**src/rtl/clock_div_pkg.sv**
```systemverilog
// Shared definitions for the ref_clock divider sequencer: state encoding,
// parameter defaults and small state-decode helpers.
package clock_div_pkg;

    localparam int DIVIDER_BW_DEF  = 24;
    localparam int GAP_CYCLES_DEF  = 4;
    localparam int DEFAULT_DIV_DEF = 2;

    typedef enum logic [2:0] {
        ST_OFF    = 3'd0,
        ST_RUN    = 3'd1,
        ST_DRAIN  = 3'd2,
        ST_GAP    = 3'd3,
        ST_SETTLE = 3'd4
    } state_t;

    // Divider enable is high in every state where the divided clock is toggling.
    function automatic logic state_enable(input state_t s);
        logic en;
        case (s)
            ST_RUN, ST_DRAIN, ST_SETTLE: en = 1'b1;
            default:                     en = 1'b0;
        endcase
        return en;
    endfunction

    // Busy covers the whole reconfiguration sequence.
    function automatic logic state_busy(input state_t s);
        logic bz;
        case (s)
            ST_DRAIN, ST_GAP, ST_SETTLE: bz = 1'b1;
            default:                     bz = 1'b0;
        endcase
        return bz;
    endfunction

endpackage

```
**src/rtl/clock_div_phase_tracker.sv**
```systemverilog
// Mirror of the divider's internal counter. Runs while enable is high, holds
// while low, and flags the last cycle of a divided period (the boundary).
// A divider of 0 or 1 is a bypass, so every cycle is a boundary.
module clock_div_phase_tracker
    import clock_div_pkg::*;
#(
    parameter int DIVIDER_BW = DIVIDER_BW_DEF
) (
    input  logic                  i_clk,
    input  logic                  i_rst_n,
    input  logic                  i_enable,
    input  logic [DIVIDER_BW-1:0] i_divider,
    output logic                  o_boundary
);

    localparam logic [DIVIDER_BW-1:0] ZERO = {DIVIDER_BW{1'b0}};
    localparam logic [DIVIDER_BW-1:0] ONE  = {{(DIVIDER_BW-1){1'b0}}, 1'b1};

    logic [DIVIDER_BW-1:0] r_phase;
    logic                  w_at_last;
    logic                  w_bypass;

    assign w_at_last  = (r_phase == (i_divider - ONE));
    assign w_bypass   = (i_divider <= ONE);
    assign o_boundary = (i_enable & w_at_last) | w_bypass;

    // Phase counter: wraps at divider-1 while enabled, frozen otherwise.
    always_ff @(posedge i_clk or negedge i_rst_n) begin
        if (!i_rst_n) begin
            r_phase <= ZERO;
        end else if (i_enable) begin
            if (w_at_last) begin
                r_phase <= ZERO;
            end else begin
                r_phase <= r_phase + ONE;
            end
        end else begin
            r_phase <= r_phase;
        end
    end

endmodule

```
**src/rtl/clock_div_ctrl.sv**
```systemverilog
// Sequencer owning enable_clock_gen/divider_value of the ref_clock divider.
// Run/stop and divider-change requests take effect only at a period boundary:
// drain to the boundary, drop enable, load the new value, hold a gap, restart,
// and report lock after one full new period. No runt pulses are produced.
module clock_div_ctrl
    import clock_div_pkg::*;
#(
    parameter int DIVIDER_BW  = DIVIDER_BW_DEF,
    parameter int GAP_CYCLES  = GAP_CYCLES_DEF,
    parameter int DEFAULT_DIV = DEFAULT_DIV_DEF
) (
    input  logic                  ref_clock,
    input  logic                  reset_n,
    input  logic                  clk_en_req,
    input  logic                  cfg_req,
    input  logic [DIVIDER_BW-1:0] cfg_div,
    output logic                  cfg_ack,
    output logic                  cfg_err,
    output logic                  enable_clock_gen,
    output logic [DIVIDER_BW-1:0] divider_value,
    output logic                  busy,
    output logic                  locked
);

    localparam logic [DIVIDER_BW-1:0] ZERO     = {DIVIDER_BW{1'b0}};
    localparam logic [DIVIDER_BW-1:0] ONE      = {{(DIVIDER_BW-1){1'b0}}, 1'b1};
    localparam logic [DIVIDER_BW-1:0] DIV_RST  = DIVIDER_BW'(DEFAULT_DIV);
    localparam logic [DIVIDER_BW-1:0] GAP_LAST = DIVIDER_BW'(GAP_CYCLES - 1);

    state_t                r_state;
    state_t                w_state_nxt;
    logic                  r_enable;
    logic                  r_busy;
    logic                  r_locked;
    logic                  r_cfg_ack;
    logic                  r_cfg_err;
    logic [DIVIDER_BW-1:0] r_divider;
    logic [DIVIDER_BW-1:0] r_pend_div;
    logic                  r_pend_vld;
    logic [DIVIDER_BW-1:0] r_gap_cnt;

    logic w_boundary;
    logic w_cfg_take;
    logic w_cfg_ok;
    logic w_cfg_bad;
    logic w_gap_done;
    logic w_load;

    clock_div_phase_tracker #(
        .DIVIDER_BW (DIVIDER_BW)
    ) u_phase (
        .i_clk      (ref_clock),
        .i_rst_n    (reset_n),
        .i_enable   (r_enable),
        .i_divider  (r_divider),
        .o_boundary (w_boundary)
    );

    // A request is only looked at in OFF/RUN. The ack/err guard stops a
    // request still held during its own ack/err cycle from being taken twice.
    assign w_cfg_take = cfg_req & ((r_state == ST_OFF) | (r_state == ST_RUN))
                        & ~r_cfg_ack & ~r_cfg_err;
    assign w_cfg_ok   = w_cfg_take & (cfg_div != ZERO);
    assign w_cfg_bad  = w_cfg_take & (cfg_div == ZERO);
    assign w_gap_done = (r_gap_cnt == GAP_LAST);
    // Load one cycle into the gap, so the value never moves on the edge
    // that drops enable.
    assign w_load     = (r_state == ST_GAP) & (r_gap_cnt == ZERO) & r_pend_vld;

    assign cfg_ack          = r_cfg_ack;
    assign cfg_err          = r_cfg_err;
    assign enable_clock_gen = r_enable;
    assign divider_value    = r_divider;
    assign busy             = r_busy;
    assign locked           = r_locked;

    // Next-state decode for the sequencer.
    always_comb begin
        w_state_nxt = r_state;
        case (r_state)
            ST_OFF: begin
                if (w_cfg_ok) begin
                    w_state_nxt = ST_GAP;
                end else if (clk_en_req) begin
                    w_state_nxt = ST_SETTLE;
                end else begin
                    w_state_nxt = ST_OFF;
                end
            end
            ST_RUN: begin
                if (w_cfg_ok || !clk_en_req) begin
                    w_state_nxt = ST_DRAIN;
                end else begin
                    w_state_nxt = ST_RUN;
                end
            end
            ST_DRAIN: begin
                if (w_boundary) begin
                    w_state_nxt = ST_GAP;
                end else begin
                    w_state_nxt = ST_DRAIN;
                end
            end
            ST_GAP: begin
                if (w_gap_done) begin
                    if (clk_en_req) begin
                        w_state_nxt = ST_SETTLE;
                    end else begin
                        w_state_nxt = ST_OFF;
                    end
                end else begin
                    w_state_nxt = ST_GAP;
                end
            end
            ST_SETTLE: begin
                if (!clk_en_req) begin
                    w_state_nxt = ST_DRAIN;
                end else if (w_boundary) begin
                    w_state_nxt = ST_RUN;
                end else begin
                    w_state_nxt = ST_SETTLE;
                end
            end
            default: begin
                w_state_nxt = ST_OFF;
            end
        endcase
    end

    // State register plus outputs decoded from the next state, so every
    // output is a flop that lines up with the state it belongs to.
    always_ff @(posedge ref_clock or negedge reset_n) begin
        if (!reset_n) begin
            r_state   <= ST_OFF;
            r_enable  <= 1'b0;
            r_busy    <= 1'b0;
            r_locked  <= 1'b0;
            r_cfg_ack <= 1'b0;
            r_cfg_err <= 1'b0;
        end else begin
            r_state   <= w_state_nxt;
            r_enable  <= state_enable(w_state_nxt);
            r_busy    <= state_busy(w_state_nxt);
            r_locked  <= (w_state_nxt == ST_RUN);
            r_cfg_ack <= w_cfg_ok;
            r_cfg_err <= w_cfg_bad;
        end
    end

    // Pending divider capture on accept and divider load during the gap.
    always_ff @(posedge ref_clock or negedge reset_n) begin
        if (!reset_n) begin
            r_pend_div <= ZERO;
            r_pend_vld <= 1'b0;
            r_divider  <= DIV_RST;
        end else if (w_cfg_ok) begin
            r_pend_div <= cfg_div;
            r_pend_vld <= 1'b1;
        end else if (w_load) begin
            r_pend_vld <= 1'b0;
            r_divider  <= r_pend_div;
        end else begin
            r_pend_vld <= r_pend_vld;
        end
    end

    // Gap length counter: counts only inside GAP, cleared everywhere else.
    always_ff @(posedge ref_clock or negedge reset_n) begin
        if (!reset_n) begin
            r_gap_cnt <= ZERO;
        end else if ((r_state == ST_GAP) && !w_gap_done) begin
            r_gap_cnt <= r_gap_cnt + ONE;
        end else begin
            r_gap_cnt <= ZERO;
        end
    end

endmodule

```
**config.mk**
```make
export PLATFORM = sky130hd
export DESIGN_NAME = clock_div_ctrl
export DESIGN_NICKNAME = d
export VERILOG_FILES = /design/src/rtl/clock_div_pkg.sv /design/src/rtl/clock_div_phase_tracker.sv /design/src/rtl/clock_div_ctrl.sv
export SDC_FILE = /design/constraint.sdc
export NUM_CORES = 1
export LEC_CHECK = 0
export ABC_AREA = 1
export CORE_ASPECT_RATIO = 0.9
export CORE_UTILIZATION = 50
export DETAILED_ROUTE_END_ITERATION = 7
export GPL_ROUTABILITY_DRIVEN = 1
export PLACE_DENSITY = 0.71
export SKIP_CTS_REPAIR_TIMING = 1
export SLEW_MARGIN = 20
export SYNTH_ARGS = -nofsm -noshare
export SYNTH_HDL_FRONTEND = slang
export SYNTH_HIERARCHICAL = 1
export SYNTH_SLANG_ARGS = --single-unit
```
**constraint.sdc**
```tcl
create_clock -name ref_clock -period 4.9 [get_ports ref_clock]
set_input_delay 0.98 -clock ref_clock [delete_from_list [all_inputs] [get_ports ref_clock]]
set_output_delay 0.98 -clock ref_clock [all_outputs]
set_load 0.03 [all_outputs]
```
==> impl_metrics.toml <==
[timing]
rsz0062_at_grt = "false"
tns_ps = 0
hold_viol = 0
setup_viol = 0
fin_crit_ps = 3080
slew_headroom = 0.495
post-route-period-util = 0.628
report.final.slew_viol_count = 0
tightest_slew_ps = 757
fmax_mhz = 325
fin_skew_ps = 6.86

[yosys]
yosysSeqAreaShare = 0.403
ys_ff_latch = 105
synth_top_area_share = 0.399
synth_edf_count = 0
avgSynthCellArea_sq_um = 7.19
synth.cell_area_sq_um = 6520
yosysWarnings = 6
synthCells = 907
yosys_most_used_dff = "dfrtp_1"
synthTopCellsByArea = "dfrtp_1 (40%), nand2_1 (16%), inv_1 (7.5%)"
synth_cell_types = 40
yosys.area.top_type = "dfrtp_1"
async_reset_ff_frac = 1.00
synth_nets = 940

[layout]
multi_input_area_sq_um = 3250
final.fill_count = 1205
diodes = 0
area.sequential_sq_um = 2630
utilization = 0.592
layout.nets = 997
fin_area_sq_um = 7510
drive_gt1_frac = 0.121
syn_to_final_growth_pct = 15.1

[setup_path]
timing.rr.start = "divider_value[0]$_DFFE_PN0P_"
crit_buf_inv = 2
reg2regPathDepth = 19
cpMostUsedCell = "nand2_1"
r2r_slack_ps = 1820
crit_slowest_cell = "dfrtp_1"
crit_family = "simple AND/OR/NAND/NOR gates"
cp-end-kind = "flop"
cp-endpoint = "enable_clock_gen$_DFF_PN0_"
crit_required_ps = 5140
worstPathCellList = "inv_1 -> ha_1 -> nand2_1 -> nor2_1 -> nand2_1 -> nand2_1 -> nand2_1 -> nor2_1 -> nand2_1 -> nor2_1 -> nand2_1 -> nor2_2 -> nand4_4 -> nand2_1 -> nor2_1 -> nand2_1 -> nand3_1 -> inv_1 -> nand3_1"
crit_path_start_kind = "flop"
path_class = "reg -> reg"
crit_cells = 19
worstPathArrival_ps = 3320
critPathLaunch = "divider_value[0]$_DFFE_PN0P_"
cp_max_fo = 23
slowest_delay_ps = 450
r2r-end = "enable_clock_gen$_DFF_PN0_"

[clock_tree]
clk_latency_ps = 360
clkSinkCount = 105
h-tree-depth = 3
clk_pin_slew_ps = 70
cts_buffers = 9
cts_tree = "built"
cts_buffer_depth = 2
cts_root_buf = "clkbuf_16"

[outcome]
status = "finished clean"

[global_routing]
grt_start_max_net_pins = 77
gr-usage-met1 = 0.382
grt_overflow = 0
antenna_found_initial = 0
grt_pass1_vias = 5293
grt_pass1_wl_mm = 26.4
grtUsageMet3 = 0.0607
top_usage_layer = "met1"
grtUsageTotal = 0.259
use_met2 = 0.378

[power]
vdd_drop_max_v = 0.000295
p_per_area_nw_per_um2 = 517
p_leak_uw = 0.00380
total_power_uw = 3880

[place]
placed_area_sq_um = 7190
hpwl_mm = 11.9
io_buffers = 56
gp_congestion = 0.907

[hold_path]
min_path_cells = 2
hold_path_class = "reg -> reg"

[floorplanning]
initial_core_util = 0.514
dieArea_sq_um = 13500
fp.dieH_microns = 110
coreArea_sq_um = 12700
die_w_microns = 122
pin_count = 57
row_count = 39

[route]
ant_nets = 0
drt_wl_total_mm = 15.8
drtIter0Drc = 447
drc = 0
avgViaCountPerCell = 5.01
vias = 5675
dr.pass1.iters = 5
avgRoutedWirePerCell_microns = 13.9

[run]
drv_cap = 0
cells in the mapped netlist (2+ instances only):
library cell	number
a21oi_1	6
buf_2	8
buf_6	3
dfrtp_1	104
ha_1	5
inv_1	130
inv_2	10
nand2_1	280
nand2_2	31
nand3_1	48
nand3_2	4
nand3b_1	4
nand4_1	16
nor2_1	117
nor2_2	24
nor2_4	4
nor3_1	14
nor3b_1	3
nor4_1	6
o21ai_0	11
o21ai_1	5
o21ai_2	16
o21bai_1	2
xnor2_1	15
xor2_1	26
registers in the layout, summed over array words and instances (netlist names):
register          cells
divider_value        24
r_gap_cnt            24
r_pend_div           24
u_phase/r_phase      24
r_state               3
busy                  1
cfg_ack               1
cfg_err               1
enable_clock_gen      1
locked                1
r_pend_vld            1
layout by cell type, fill, tap and decap left out, types with 6 or more instances in the layout:
cell type	n
xnor2_1	15
nand2_1	280
nor3_1	14
clkdlybuf4s50_1	55
clkbuf_16	9
dfrtp_1	104
nand4_1	16
nor4_1	6
inv_2	10
xor2_1	26
nand3_1	48
nor2_1	117
a21oi_1	6
nand2_2	31
o21ai_0	11
nor2_2	24
o21ai_2	16
inv_1	130
per-stage QoR:
stage | hold WS [ps] | setup slack, ps | instances
2_1_floorplan | 449 | 2440 | 907
3_3_place_gp | 469 | 1660 | 1116
3_5_place_dp | 470 | 1550 | 1116
4_1_cts | 488 | 1880 | 1132
5_1_grt | 510 | 1420 | 1133
6_report | 488 | 1820 | 1133
layout make-up:
type,count,share of cell area
Clock buffer,11,0.0310
Clock inverter,5,0.00750
Inverter,140,0.0700
Multi-Input combinational cell,648,0.433
Sequential cell,105,0.350
Tap cell,164,0.0273
Timing Repair Buffer,60,0.0810
routing by layer:
layer / up-vias / part of all wire
met4: 0 / 0.013
met2: 152 / 0.41
li1: 2885 / -
met5: - / 0
met3: 16 / 0.064
met1: 2622 / 0.51
power by group:
group          internal [uW]  switching (uW)
Combinational            636            1110
Sequential              1100             305
Clock                    396             329
how the worst min path moves through the flow:
stage	from	endpoint	slack, ps
finish	r_pend_div[2]$_DFFE_PN0P_	r_pend_div[2]$_DFFE_PN0P_	490
CTS	r_pend_div[2]$_DFFE_PN0P_	r_pend_div[2]$_DFFE_PN0P_	490
floorplan	r_pend_div[2]$_DFFE_PN0P_	r_pend_div[2]$_DFFE_PN0P_	450
detailed placement	r_pend_div[2]$_DFFE_PN0P_	r_pend_div[2]$_DFFE_PN0P_	470
global placement	r_pend_div[3]$_DFFE_PN0P_	divider_value[3]$_DFFE_PN0P_	470
global route	reset_n	r_gap_cnt[0]$_DFF_PN0_	510
worst min-delay path, stage by stage (launching register included):
cell	delay, ps
dfrtp_1	350
nand2_1	50
nand2_1	60
logic make-up (layout without fill, tap and decap cells):
group           after synthesis  in the layout  synth area share
buf+inv                     154            216            0.0984
flops                       105            105             0.403
xor+xnor                     41             41            0.0551
simple gates                560            560             0.391
compound gates               42             42            0.0430
fa+ha+maj                     5              5           0.00960
No activity file was read; power rests on OpenSTA's default activity.
